### config.mk
export PLATFORM = sky130hd
export DESIGN_NAME = sunrise_sequencer_flat
export DESIGN_NICKNAME = d
export VERILOG_FILES = /design/src/rtl/sunrise_pkg.sv /design/src/rtl/sunrise_sequencer_if.sv /design/src/rtl/frame_divider.sv /design/src/rtl/sunrise_sequencer.sv /design/src/flat_wrapper.sv
export SDC_FILE = /design/constraint.sdc
export NUM_CORES = 1
export LEC_CHECK = 0
export CORE_MARGIN = 2
export CORE_UTILIZATION = 40
export DETAILED_ROUTE_END_ITERATION = 8
export GPL_TIMING_DRIVEN = 0
export PLACE_DENSITY_LB_ADDON = 0.15
export SLEW_MARGIN = 20
export SYNTH_ARGS = -nofsm -noshare
export SYNTH_HDL_FRONTEND = slang
export SYNTH_SLANG_ARGS = --single-unit
### constraint.sdc
create_clock -name clk_pix -period 5.55 [get_ports clk_pix]
set_clock_uncertainty 0.2 [all_clocks]
set_input_delay 1.11 -clock clk_pix [delete_from_list [all_inputs] [get_ports clk_pix]]
set_output_delay 1.11 -clock clk_pix [all_outputs]
set_load 0.05 [all_outputs]
### src/rtl/sunrise_pkg.sv
// Shared definitions for the sunrise day-cycle sequencer and the sun renderer:
// phase encoding, brightness limits and the renderer's sun-window thresholds.
package sunrise_pkg;

    typedef enum logic [1:0] {
        NIGHT = 2'd0,
        RISE  = 2'd1,
        DAY   = 2'd2,
        SET   = 2'd3
    } phase_e;

    localparam logic [7:0] FADE_MAX = 8'd255;
    localparam logic [7:0] FADE_MIN = 8'd0;

    // Fade levels at which the sunrise renderer's sun window changes shape.
    localparam logic [7:0] SUN_WIN_LO  = 8'd64;
    localparam logic [7:0] SUN_WIN_MID = 8'd113;
    localparam logic [7:0] SUN_WIN_HI  = 8'd239;

    function automatic logic [7:0] fade_sat_add(input logic [7:0] a, input logic [7:0] b);
        logic [8:0] sum;
        sum = {1'b0, a} + {1'b0, b};
        return sum[8] ? FADE_MAX : sum[7:0];
    endfunction

    function automatic logic [7:0] fade_sat_sub(input logic [7:0] a, input logic [7:0] b);
        logic [8:0] diff;
        diff = {1'b0, a} - {1'b0, b};
        return diff[8] ? FADE_MIN : diff[7:0];
    endfunction

endpackage

### src/rtl/sunrise_sequencer_if.sv
// Control/status bundle between the frame-timing side and the sunrise sequencer.
interface sunrise_sequencer_if;

    logic       frame;
    logic       run;
    logic       restart;
    logic [7:0] fade_level;
    logic       direction;
    logic [1:0] phase;
    logic       cycle_done;

    modport master (
        output frame, run, restart,
        input  fade_level, direction, phase, cycle_done
    );

    modport slave (
        input  frame, run, restart,
        output fade_level, direction, phase, cycle_done
    );

endinterface

### src/rtl/frame_divider.sv
// Modulo-N frame counter: emits a tick on the enabled frame that completes N frames.
module frame_divider #(
    parameter int N = 4
) (
    input  logic clk,
    input  logic rst_n,
    input  logic clr,
    input  logic en,
    output logic tick
);

    localparam int W = $clog2(N + 1);

    logic [W-1:0] cnt_q, cnt_d;

    assign tick = en && (cnt_q == W'(N - 1));

    // Clear outranks enable so a restart or phase entry always lands on zero.
    always_comb begin
        cnt_d = cnt_q;
        if (clr)       cnt_d = '0;
        else if (tick) cnt_d = '0;
        else if (en)   cnt_d = cnt_q + 1'b1;
    end

    // NOTE: state registers use non-blocking assignments so every flop samples
    // the pre-edge values, independent of process evaluation order.
    always_ff @(posedge clk or negedge rst_n) begin
        if (!rst_n) cnt_q <= '0;
        else        cnt_q <= cnt_d;
    end

endmodule

### src/rtl/sunrise_sequencer.sv
// Day-cycle controller for the sunrise renderer: steps NIGHT/RISE/DAY/SET once
// per frame strobe so fade_level and direction only move during vertical blanking.
module sunrise_sequencer
    import sunrise_pkg::*;
#(
    parameter int FRAMES_PER_STEP = 4,
    parameter int STEP_SIZE       = 1,
    parameter int DAY_FRAMES      = 120,
    parameter int NIGHT_FRAMES    = 60
) (
    input  logic                clk_pix,
    input  logic                rst_n,
    sunrise_sequencer_if.slave  bus
);

    localparam logic [15:0] NIGHT_LAST = 16'(NIGHT_FRAMES - 1);
    localparam logic [15:0] DAY_LAST   = 16'(DAY_FRAMES - 1);
    localparam logic [7:0]  STEP       = 8'(STEP_SIZE);

    phase_e      phase_q, phase_d;
    logic [7:0]  fade_q, fade_d;
    logic        dir_q, dir_d;
    logic        done_q, done_d;
    logic [15:0] hold_q, hold_d;

    logic advance;
    logic step_en;
    logic step_clr;
    logic step_tick;

    assign advance = bus.run && bus.frame && !bus.restart;
    assign step_en = advance && (phase_q == RISE || phase_q == SET);

    // The step counter restarts whenever a ramp phase is entered.
    assign step_clr = bus.restart
                   || (advance && phase_q == NIGHT && hold_q == NIGHT_LAST)
                   || (advance && phase_q == DAY   && hold_q == DAY_LAST);

    frame_divider #(
        .N (FRAMES_PER_STEP)
    ) u_step_div (
        .clk   (clk_pix),
        .rst_n (rst_n),
        .clr   (step_clr),
        .en    (step_en),
        .tick  (step_tick)
    );

    // NOTE: every next-state signal takes a default before any branch, so no
    // path leaves it unassigned and no latch is inferred.
    always_comb begin
        phase_d = phase_q;
        fade_d  = fade_q;
        dir_d   = dir_q;
        hold_d  = hold_q;
        done_d  = 1'b0;

        if (bus.restart) begin
            phase_d = NIGHT;
            fade_d  = FADE_MIN;
            dir_d   = 1'b0;
            hold_d  = '0;
        end else if (bus.run && bus.frame) begin
            case (phase_q)
                NIGHT: begin
                    fade_d = FADE_MIN;
                    if (hold_q == NIGHT_LAST) begin
                        phase_d = RISE;
                        dir_d   = 1'b0;
                        hold_d  = '0;
                    end else begin
                        hold_d = hold_q + 16'd1;
                    end
                end
                RISE: begin
                    if (step_tick) begin
                        fade_d = fade_sat_add(fade_q, STEP);
                        if (fade_d == FADE_MAX) begin
                            phase_d = DAY;
                            hold_d  = '0;
                        end
                    end
                end
                DAY: begin
                    fade_d = FADE_MAX;
                    if (hold_q == DAY_LAST) begin
                        phase_d = SET;
                        dir_d   = 1'b1;
                        hold_d  = '0;
                    end else begin
                        hold_d = hold_q + 16'd1;
                    end
                end
                SET: begin
                    if (step_tick) begin
                        fade_d = fade_sat_sub(fade_q, STEP);
                        if (fade_d == FADE_MIN) begin
                            phase_d = NIGHT;
                            done_d  = 1'b1;
                            hold_d  = '0;
                        end
                    end
                end
                default: begin
                    phase_d = NIGHT;
                    fade_d  = FADE_MIN;
                end
            endcase
        end
    end

    // NOTE: only control state is reset here; there is no storage array, so
    // every flop in the block has a defined reset value.
    always_ff @(posedge clk_pix or negedge rst_n) begin
        if (!rst_n) begin
            phase_q <= NIGHT;
            fade_q  <= FADE_MIN;
            dir_q   <= 1'b0;
            done_q  <= 1'b0;
            hold_q  <= '0;
        end else begin
            phase_q <= phase_d;
            fade_q  <= fade_d;
            dir_q   <= dir_d;
            done_q  <= done_d;
            hold_q  <= hold_d;
        end
    end

    assign bus.fade_level = fade_q;
    assign bus.direction  = dir_q;
    assign bus.phase      = phase_q;
    assign bus.cycle_done = done_q;

endmodule

### src/flat_wrapper.sv
// flat-port wrapper written by rule: the top's interface ports become plain ports
module sunrise_sequencer_flat import sunrise_pkg::*;
#(
    parameter int FRAMES_PER_STEP = 4,
    parameter int STEP_SIZE       = 1,
    parameter int DAY_FRAMES      = 120,
    parameter int NIGHT_FRAMES    = 60
)
  (clk_pix, rst_n, bus_frame, bus_run, bus_restart, bus_fade_level, bus_direction, bus_phase, bus_cycle_done);
  sunrise_sequencer_if bus_i ();
  input  logic clk_pix;
  input  logic rst_n;
  input wire logic [$bits(bus_i.frame)-1:0] bus_frame;
  input wire logic [$bits(bus_i.run)-1:0] bus_run;
  input wire logic [$bits(bus_i.restart)-1:0] bus_restart;
  output wire logic [$bits(bus_i.fade_level)-1:0] bus_fade_level;
  output wire logic [$bits(bus_i.direction)-1:0] bus_direction;
  output wire logic [$bits(bus_i.phase)-1:0] bus_phase;
  output wire logic [$bits(bus_i.cycle_done)-1:0] bus_cycle_done;
  assign bus_i.frame = bus_frame;
  assign bus_i.run = bus_run;
  assign bus_i.restart = bus_restart;
  assign bus_fade_level = bus_i.fade_level;
  assign bus_direction = bus_i.direction;
  assign bus_phase = bus_i.phase;
  assign bus_cycle_done = bus_i.cycle_done;
  sunrise_sequencer #(.FRAMES_PER_STEP(FRAMES_PER_STEP), .STEP_SIZE(STEP_SIZE), .DAY_FRAMES(DAY_FRAMES), .NIGHT_FRAMES(NIGHT_FRAMES)) u_core (.clk_pix(clk_pix), .rst_n(rst_n), .bus(bus_i));
endmodule
==> results.txt <==
Status: complete, no violations
Yosys warning count: 0
Vias in the first global route: 2069
Ant. Diodes: 0
Synth Instances: 268
Critical path, cell by cell: clkdlybuf4s50_1 > nand2_1 > or3_1 > a2111oi_4 > a31oi_4 > buf_6 > a211o_1 > a22o_1
Synthesized Nets: 282
Final Max Slew Viols: 0
Chip Height: 79.7 µm
Row cnt: 27
Max cap viols: 0
Pwr per Cell Area: 171 mW/mm²
Tcrit/Tclk final: 66.3%
CP endpoint kind: register
First-pass GRT wire length: 10100 µm
Startpoint types: input port
Post-DR wirelength/cell: 15.9 µm
Arr. time, crit path: 3660 ps
CTS sink count: 31
CP Data Required Time: 5530 ps
Syn avg cell area: 8.55 µm²
Overflow after GRT: 0
Switch Pwr: 0.000120 W
Die Span X: 79.7 µm
Port-buffer cells: 15
Largest net degree at the start of global routing: 18
Setup Buffers After CTS: 0
GRT Total Usage: 20.1%
Worst-path clk slew: 70 ps
Largest stage delay on the critical path: 500 ps
Dpl ws: 1630 ps
Top cells by area, synth: dfrtp_1 34%, nor2_1 5.4%, a22o_1 5.3%, a211o_1 5.0%, ha_1 4.9%
Root Buffer: clkbuf_8
ANT nets after route: 0
DR DRC count: 0
#FFs+latches synth: 31
Nets: 305
Initial antenna violation count: 0
Pleak: 1.12 nW
CTS tree: built
Worst-margin pin slew: 926 ps
Die area: 0.00635 mm²
WL final: 5800 µm
Drt initial violations: 148
Logic pwr share: 8.2%
Post-synthesis cell area: 0.00229 mm²
DP HPWL: 4130 µm
CTS buffer count: 5
Max Freq: 0.272 GHz
Setup Total Neg Slack: 0 ps
Yosys top cell by area: dfrtp_1
Clock share of power: 40.4%
Number of fill cells in the layout: 549
Sw Share: 26.5%
Share of power burned in registers: 51.4%
Routed via count: 2096
PostCTS Resize Cnt: 0
H-tree Lvls: 2
Peak VDD IR: 0.109 mV
RSZ-0062 raised after global routing: no
Final Power: 0.000451 W
TritonRoute pass-1 iters: 4
Max clock buf depth: 2
Fraction of layout cells with a size suffix above 1: 9.59%
Worst skew pair latency: 290 ps
Final WS setup: 1870 ps
Hold Path Class: reg -> reg
Core ar.: 0.00551 mm²
Post-synth top area share: 33.8%
Ys async rst share: 100%
Gpl congestion: 0.857
Setup violators final: 0
# IOs: 17
Vias/cell: 5.76
Hold Vio Cnt, Final: 0
Most common cell in the netlist: nor2_1
Finished Core Util: 47.9%
Commonest cells in the netlist: 33 x nor2_1, 31 x dfrtp_1, 27 x nand2_1
Post-synthesis sequential area ratio: 33.8%
Most common flop cell mapped by yosys: dfrtp_1
Worst path slowest cell: clkdlybuf4s50_1
Area Growth Syn to Fin: 15.2%
Hold buffer count at cts: 0
Tmin final: 3680 ps
Relative slew margins: 37.9%
EDFF count, synth: 0
Power Internal: 0.000331 W
Largest fanout on the critical path: 10
Synth cell types: 55
Crit path kind: in -> reg
Initial Util: 41.6%
[cell usage in the layout, fill, tap and decap left out, types with 2 or more instances in the layout]
cell type,instances
nand3_1,14
buf_6,2
dfrtp_1,31
clkdlybuf4s50_1,14
and3_1,3
nand4_1,6
nor2_1,33
o21ai_0,14
inv_1,10
clkbuf_1,12
nor2b_1,3
o21ai_1,5
nor3_1,10
a21oi_1,3
nand2b_1,2
buf_2,2
a211o_1,13
a31oi_1,3
nand2_1,27
a211oi_1,7
clkbuf_8,5
or2_2,5
nor4bb_1,2
nor3b_1,4
a221oi_1,3
or3_1,2
ha_1,9
mux2_2,2
mux2i_1,2
a22o_1,14
[worst max-delay path, delay by kind of cell]
| family | cells | cell delay [ps] |
|---|---|---|
| AO/OA/AOI/OAI | 4 | 1150 |
| buffers and inverters | 2 | 710 |
| AND/OR/NAND/NOR | 2 | 660 |
[flip-flops by register name (all words and copies together), names as in the netlist]
signal	flops
u_core.bus.cycle_done	1
u_core.hold_q	16
u_core.u_step_div.cnt_q	3
u_core.bus.phase	2
u_core.bus.direction	1
u_core.bus.fade_level	8
[logic make-up (layout without fill, tap and decap cells)]
| family | after synthesis | count (layout) | share of synthesized area [%] |
|---|---|---|---|
| simple gates | 121 | 121 | 27.4 |
| compound gates | 75 | 75 | 25.9 |
| flops | 31 | 31 | 33.8 |
| buf+inv | 25 | 49 | 4.80 |
| fa+ha+maj | 9 | 9 | 4.91 |
| mux | 5 | 5 | 2.35 |
| xor+xnor | 2 | 2 | 0.764 |
[through the flow]
stage                     std cells  cell area, µm²  hold slack (ps)
after global placement          355            2530              322
after global routing            364            2640              371
after detailed placement        356            2550              322
final                           364            2640              337
after floorplan                 268            2290              297
after CTS                       364            2640              342
[path summary, 6_finish.rpt]
| check | cells after the start | endpoint | from | slack, ps |
|---|---|---|---|---|
| setup / recovery | 8 | u_core.hold_q[11]$_DFFE_PN0P_ | bus_run | 1870 |
| hold / removal | 1 | u_core.hold_q[5]$_DFFE_PN0P_ | u_core.hold_q[5]$_DFFE_PN0P_ | 340 |
| setup reg to reg | 10 | u_core.hold_q[11]$_DFFE_PN0P_ | u_core.bus.fade_level[0]$_DFFE_PN0P_ | 2140 |
| hold reg to reg | 1 | u_core.hold_q[5]$_DFFE_PN0P_ | u_core.hold_q[5]$_DFFE_PN0P_ | 340 |
| max in group asynchronous | 2 | u_core.hold_q[8]$_DFFE_PN0P_ | rst_n | 4190 |
| min in group asynchronous | 1 | u_core.bus.fade_level[7]$_DFFE_PN0P_ | rst_n | 540 |
[routing by layer]
| metal | GRT usage, % | wire (µm) | vias to the layer above |
|---|---|---|---|
| li1 | - | - | 1036 |
| met1 | 26.7 | 2750 | 1010 |
| met2 | 33.9 | 2800 | 41 |
| met3 | 3.05 | 174 | 9 |
| met4 | 5.69 | 75 | 0 |
| met5 | 0 | 0 | - |
[power by group through the flow]
stage / clock network (W) / registers, W / logic (W)
2_1_floorplan: 0 / 0.000236 / 0.0000221
3_3_place_gp: 0 / 0.000236 / 0.0000351
3_5_place_dp: 0 / 0.000236 / 0.0000374
4_1_cts: 0.000189 / 0.000232 / 0.0000376
5_1_grt: 0.000198 / 0.000232 / 0.0000413
6_report: 0.000182 / 0.000232 / 0.0000369
[layout make-up]
type,instances,area [µm²],area share [%]
buffer,14,68.8,2.61
clock buffer,6,72.6,2.75
clock inverter,2,12.5,0.474
inverter,11,41.3,1.56
multi-input combinational,212,1410,53.3
sequential,31,776,29.4
tap,72,90.1,3.41
timing repair buffer,16,173,6.54
Note: power is estimated with default switching activity, not from simulation.
